===== src/rtl/vga_fetch_responder_if.sv =====
// Video fetch port: scanline fetcher (master) to SRAM responder (slave).
// bus_wait low for one cycle marks data valid.
interface vga_fetch_responder_if;
  logic        bus_read;
  logic [31:0] address;
  logic        bus_wait;
  logic [23:0] data;

  modport master (
    output bus_read,
    output address,
    input  bus_wait,
    input  data
  );

  modport slave (
    input  bus_read,
    input  address,
    output bus_wait,
    output data
  );
endinterface


===== src/rtl/vga_fetch_responder.sv =====
// Video fetch responder: one 24-bit pixel word from two 16-bit
// asynchronous SRAM half-word reads with programmable wait states.
module vga_fetch_responder #(
  parameter logic [31:0] BASE  = 32'h00c00000,
  parameter logic [31:0] WORDS = 32'h00080000,
  parameter int unsigned AW    = 20,
  parameter int unsigned WAIT  = 1
) (
  input  logic                  clock,
  input  logic                  reset_n,
  vga_fetch_responder_if.slave  bus,
  output logic [AW-1:0]         sram_addr,
  output logic                  sram_ce_n,
  output logic                  sram_oe_n,
  input  logic [15:0]           sram_dq
);

  typedef enum logic [2:0] {
    IDLE,
    LO,
    HI,
    DONE,
    RECOVER
  } state_t;

  localparam logic [3:0] WAIT_V = 4'(WAIT);

  state_t        state_q, state_d;
  logic [3:0]    cnt_q, cnt_d;
  logic [15:0]   lo_q, lo_d;
  logic [23:0]   data_q, data_d;
  logic          wait_q, wait_d;
  logic [AW-1:0] addr_q, addr_d;
  logic          ce_q, ce_d;
  logic [31:0]   off;
  logic          hit;

  // Unsigned wrap makes addresses below BASE land far above WORDS.
  assign off = bus.address - BASE;
  assign hit = off < WORDS;

  always_comb begin
    state_d = state_q;
    cnt_d   = cnt_q;
    lo_d    = lo_q;
    data_d  = data_q;
    wait_d  = wait_q;
    addr_d  = addr_q;
    ce_d    = ce_q;
    unique case (state_q)
      IDLE: begin
        if (bus.bus_read) begin
          if (hit) begin
            state_d = LO;
            addr_d  = {off[AW-2:0], 1'b0};
            ce_d    = 1'b1;
            cnt_d   = WAIT_V;
          end else begin
            state_d = DONE;
            data_d  = 24'h000000;
            wait_d  = 1'b0;
          end
        end
      end
      LO: begin
        if (!bus.bus_read) begin
          state_d = IDLE;
          ce_d    = 1'b0;
        end else if (cnt_q != 4'd0) begin
          cnt_d = cnt_q - 4'd1;
        end else begin
          lo_d      = sram_dq;
          addr_d[0] = 1'b1;
          cnt_d     = WAIT_V;
          state_d   = HI;
        end
      end
      HI: begin
        if (!bus.bus_read) begin
          state_d = IDLE;
          ce_d    = 1'b0;
        end else if (cnt_q != 4'd0) begin
          cnt_d = cnt_q - 4'd1;
        end else begin
          data_d  = {sram_dq[7:0], lo_q};
          ce_d    = 1'b0;
          wait_d  = 1'b0;
          state_d = DONE;
        end
      end
      DONE: begin
        wait_d  = 1'b1;
        state_d = bus.bus_read ? RECOVER : IDLE;
      end
      RECOVER: begin
        state_d = IDLE;
      end
      default: begin
        state_d = IDLE;
        ce_d    = 1'b0;
        wait_d  = 1'b1;
      end
    endcase
  end

  // ce_q is the active-high select; both strobes share it.
  always_ff @(posedge clock or negedge reset_n) begin
    if (!reset_n) begin
      state_q <= IDLE;
      cnt_q   <= 4'd0;
      lo_q    <= 16'h0000;
      data_q  <= 24'h000000;
      wait_q  <= 1'b1;
      addr_q  <= '0;
      ce_q    <= 1'b0;
    end else begin
      state_q <= state_d;
      cnt_q   <= cnt_d;
      lo_q    <= lo_d;
      data_q  <= data_d;
      wait_q  <= wait_d;
      addr_q  <= addr_d;
      ce_q    <= ce_d;
    end
  end

  assign bus.bus_wait = wait_q;
  assign bus.data     = data_q;
  assign sram_addr    = addr_q;
  assign sram_ce_n    = ~ce_q;
  assign sram_oe_n    = ~ce_q;

endmodule


===== src/flat_wrapper.sv =====
// flat-port wrapper written by rule: the top's interface ports become plain ports
module vga_fetch_responder_flat 
#(
  parameter logic [31:0] BASE  = 32'h00c00000,
  parameter logic [31:0] WORDS = 32'h00080000,
  parameter int unsigned AW    = 20,
  parameter int unsigned WAIT  = 1
)
  (clock, reset_n, sram_addr, sram_ce_n, sram_oe_n, sram_dq, bus_bus_read, bus_address, bus_bus_wait, bus_data);
  vga_fetch_responder_if bus_i ();
  input  logic clock;
  input  logic reset_n;
  output logic [AW-1:0] sram_addr;
  output logic sram_ce_n;
  output logic sram_oe_n;
  input  logic [15:0] sram_dq;
  input wire logic [$bits(bus_i.bus_read)-1:0] bus_bus_read;
  input wire logic [$bits(bus_i.address)-1:0] bus_address;
  output wire logic [$bits(bus_i.bus_wait)-1:0] bus_bus_wait;
  output wire logic [$bits(bus_i.data)-1:0] bus_data;
  assign bus_i.bus_read = bus_bus_read;
  assign bus_i.address = bus_address;
  assign bus_bus_wait = bus_i.bus_wait;
  assign bus_data = bus_i.data;
  vga_fetch_responder #(.BASE(BASE), .WORDS(WORDS), .AW(AW), .WAIT(WAIT)) u_core (.clock(clock), .reset_n(reset_n), .bus(bus_i), .sram_addr(sram_addr), .sram_ce_n(sram_ce_n), .sram_oe_n(sram_oe_n), .sram_dq(sram_dq));
endmodule

===== config.mk =====
export PLATFORM = sky130hd
export DESIGN_NAME = vga_fetch_responder_flat
export DESIGN_NICKNAME = d
export VERILOG_FILES = /design/src/rtl/vga_fetch_responder_if.sv /design/src/rtl/vga_fetch_responder.sv /design/src/flat_wrapper.sv
export SDC_FILE = /design/constraint.sdc
export NUM_CORES = 1
export LEC_CHECK = 0
export BUFFER_PORTS_ARGS = -buffer_cell sky130_fd_sc_hd__buf_2
export CAP_MARGIN = 20
export CORE_MARGIN = 5
export CORE_UTILIZATION = 52
export DETAILED_ROUTE_END_ITERATION = 12
export MAX_ROUTING_LAYER = met4
export PLACE_DENSITY_LB_ADDON = 0.25
export RECOVER_POWER = 100
export SYNTH_ARGS = -nofsm -noshare
export SYNTH_HDL_FRONTEND = slang
export SYNTH_SLANG_ARGS = --single-unit

===== constraint.sdc =====
create_clock -name clock -period 3.47 [get_ports clock]
set_input_delay 0.347 -clock clock [delete_from_list [all_inputs] [get_ports clock]]
set_output_delay 0.347 -clock clock [all_outputs]
set_load 0.05 [all_outputs]

==> metrics.md <==
| Metric | Value |
|---|---|
| Status | complete, but fails checks |
| Failing checks | max-capacitance violations, max-slew violations |
| Power density over the cells | around 750 mW/mm² |
| Initial antenna violation count | 0 |
| Clk pin slew, worst setup/hold paths | about 0.07 ns |
| Clk_lat worst skew | around 0.33 ns |
| DR DRC count | 0 |
| WP data arrival | between 2 and 3 ns |
| Cts bufs inserted | 9 |
| Setup violations, final | 0 |
| Setup ws final | about 0.95 ns |
| Maxcap violations | 1 |
| WL met3 | about 380 µm |
| Final Slew Violations | 34 |
| Peak VDD IR | 0.407 mV |
| Startpoint class of the critical path | flop |
| Global-route wire length before repair | 10000 µm |
| Post-route minimum period | between 2 and 3 ns |
| Vias | 2168 |
| Critical Path Fanout Max | 16 |
| Num rows | 28 |
| Post-Place Setup Slack | between 1 and 1.5 ns |
| Synthesized area | a little over 0.003 mm² |
| Wl on met1 | approximately 2800 µm |
| Achievable clock frequency | just under 0.4 GHz |
| Hold violation count in the final report | 0 |
| DP Area | about 0.0036 mm² |
| Setup_tns | 0 ns |
| Worst hold path type | in2reg |
| HPWL after DPL | approximately 4400 µm |
| Total wire length | 6180 µm |
| Port Buffers | a little under 100 |
| Main flop type after synthesis | dfrtp_1 |
| Syn Nets | about 300 |
| Critical path capture point type | flop |
| # nets final | 400 |
| Die height | between 80 and 90 µm |
| Fraction of layout cells with a size suffix above 1 | 0.263 |
| Pint | roughly 1.7 mW |
| Max transition margin | -0.166 |
| Detail Route Antenna Nets | 0 |
| Yosys warns | 0 |
| Htree depth | 3 |
| Initial Util | 0.525 |
| Clock skew | 0.00828 ns |
| Final Cell Area | 0.00365 mm² |
| Worst-case clock buffer depth | 2 |
| Worst Tran Pin Value | around 1.7 ns |
| Yosys reg bits | 69 |
| # IOs | 98 |
| Core Box Area | roughly 0.0058 mm² |
| CTS tree | yes |
| Area grow syn2layout | 19.5% |
| Die W | a little under 90 µm |
| Vias in the first global route | ~2.1k |
| Clock share of power | 0.228 |
| Mapped Cells | approximately 250 |
| Routed met2 length | a little under 3000 µm |
| Post-cts resize count | 0 |
| Placer Congestion | 0.772 |
| EDFF count, synth | 0 |
| Pleak | about 1.8 nW |
| Die area | about 0.0075 mm² |
| Postcts setup bufs | 0 |
| Mean routed wirelength per cell | 14.5 µm |
| Highest routed layer | met4 |
| DR vias/cell | a little over 5 |
| Flop pwr share | 0.431 |
| Comb power frac | 0.341 |
| Net Switching | roughly 1.1 mW |
| Ant. Diodes | 0 |
| Distinct cell type count after synthesis | between 40 and 50 |
| Period utilization | 0.726 |
| Final core utilization | 0.627 |
| GRT Total Usage | 0.177 |
| Clock root buffer | clkbuf_8 |
| TritonCTS Sinks | a little under 70 |
| WP data required | ~3.7 ns |
| Largest net degree at the start of global routing | 34 |
| Fill cells | between 500 and 600 |
| RSZ-0062 raised after global routing | false |
| Hold_buf cts | 0 |
| Setup CP Type | reg2reg |
| Mean Syn Cell Area | between 10 and 15 µm² |
| Sequential area share after synthesis | 0.566 |
| Initial DRC Count | ~120 |
| Overflow after GRT | 0 |
| Sw Share | 0.396 |
| Pre-antenna DRT Iters | 4 |
| Ys async rst share | 1.00 |
==> routing by layer <==
layer	vias to the layer above	global-route usage
met3	10	0.0418
li1	1032	-
met2	61	0.263
met4	0	0.0708
met5	-	-
met1	1065	0.236
==> worst max-delay path, stage by stage (launching register included) <==
cell and delay, ns:
dfrtp_1 0.40, inv_1 0.12, ha_1 0.17, or3b_1 0.44
or4_1 0.81, mux2_1 0.46
==> through the flow <==
step | power [mW] | hold WS, ns | instances
finish | 2.74 | 0.231 | 425
global route | 2.91 | 0.212 | 425
CTS | 2.86 | 0.102 | 425
detailed placement | 2.22 | 0.462 | 411
global placement | 2.19 | 0.451 | 411
floorplan | 1.96 | 0.0514 | 248
==> final cells by class <==
class                           count  area, µm²  share of cell area
Multi-Input combinational cell    137       1080               0.297
Clock buffer                       10        138              0.0377
Timing Repair Buffer              101        444               0.122
Clock inverter                      4       50.0              0.0137
Sequential cell                    69       1730               0.474
Tap cell                           75       93.8              0.0257
Inverter                           29        109              0.0298
==> synth_stat cells (3+ instances only) <==
cell	number	area, µm²
a21oi_1	6	30.0
dfrtp_1	68	1700
mux2_2	24	270
o21ai_0	5	25.0
buf_6	3	33.8
inv_1	29	109
mux2i_1	24	240
nor2_1	5	18.8
clkbuf_1	5	18.8
mux2_4	10	150
nand2_1	28	105
nor3_1	6	30.0
==> worst paths after layout <==
kind,startpoint,endpoint,slack [ns],depth (start not counted)
max reg2reg,u_core.cnt_q[1],u_core.lo_q[7],0.95,5
min,sram_dq[11],u_core.lo_q[11],0.23,2
min in group asynchronous,reset_n,u_core.cnt_q[2],0.47,1
min reg2reg,u_core.lo_q[4],u_core.lo_q[4],0.49,1
max in group asynchronous,reset_n,u_core.bus.data[20],1.36,2
max,u_core.cnt_q[1],u_core.lo_q[7],0.95,5
==> power groups by stage <==
stage	Sequential, mW	Clock [mW]	Combinational [mW]
floorplan	1.48	0	0.471
global placement	1.19	0	1.00
detailed placement	1.19	0	1.03
CTS	1.18	0.644	1.03
global route	1.21	0.689	1.02
finish	1.18	0.626	0.935
==> state kept, by name (all words and copies together) (netlist names) <==
| register | flops |
|---|---|
| u_core.bus.data | 24 |
| u_core.sram_addr | 20 |
| u_core.lo_q | 16 |
| u_core.cnt_q | 4 |
| u_core.state_q | 3 |
| u_core.bus.bus_wait | 1 |
| u_core.ce_q | 1 |
==> cell families after synthesis <==
logic type | share of synthesized area
DFF | 0.566
muxes | 0.220
and+or+nand+nor | 0.0799
buffers and inverters | 0.0676
AOI/OAI and AO/OA | 0.0521
adders and majority gates | 0.0115
xor gates and xnor gates | 0.00287
==> placed cells by master (no fill, tap or decap), drive strengths merged, types with 2 or more instances in the layout <==
cell type,instances
a21boi,2
a21oi,6
buf,50
clkbuf,61
clkinvlp,2
dfrtp,68
ha,2
inv,29
mux2,35
mux2i,24
nand2,28
nand2b,2
nor2,5
nor3,6
nor4,2
o211ai,2
o21ai,5
or4,2
Power figures use the tool's default switching activity.
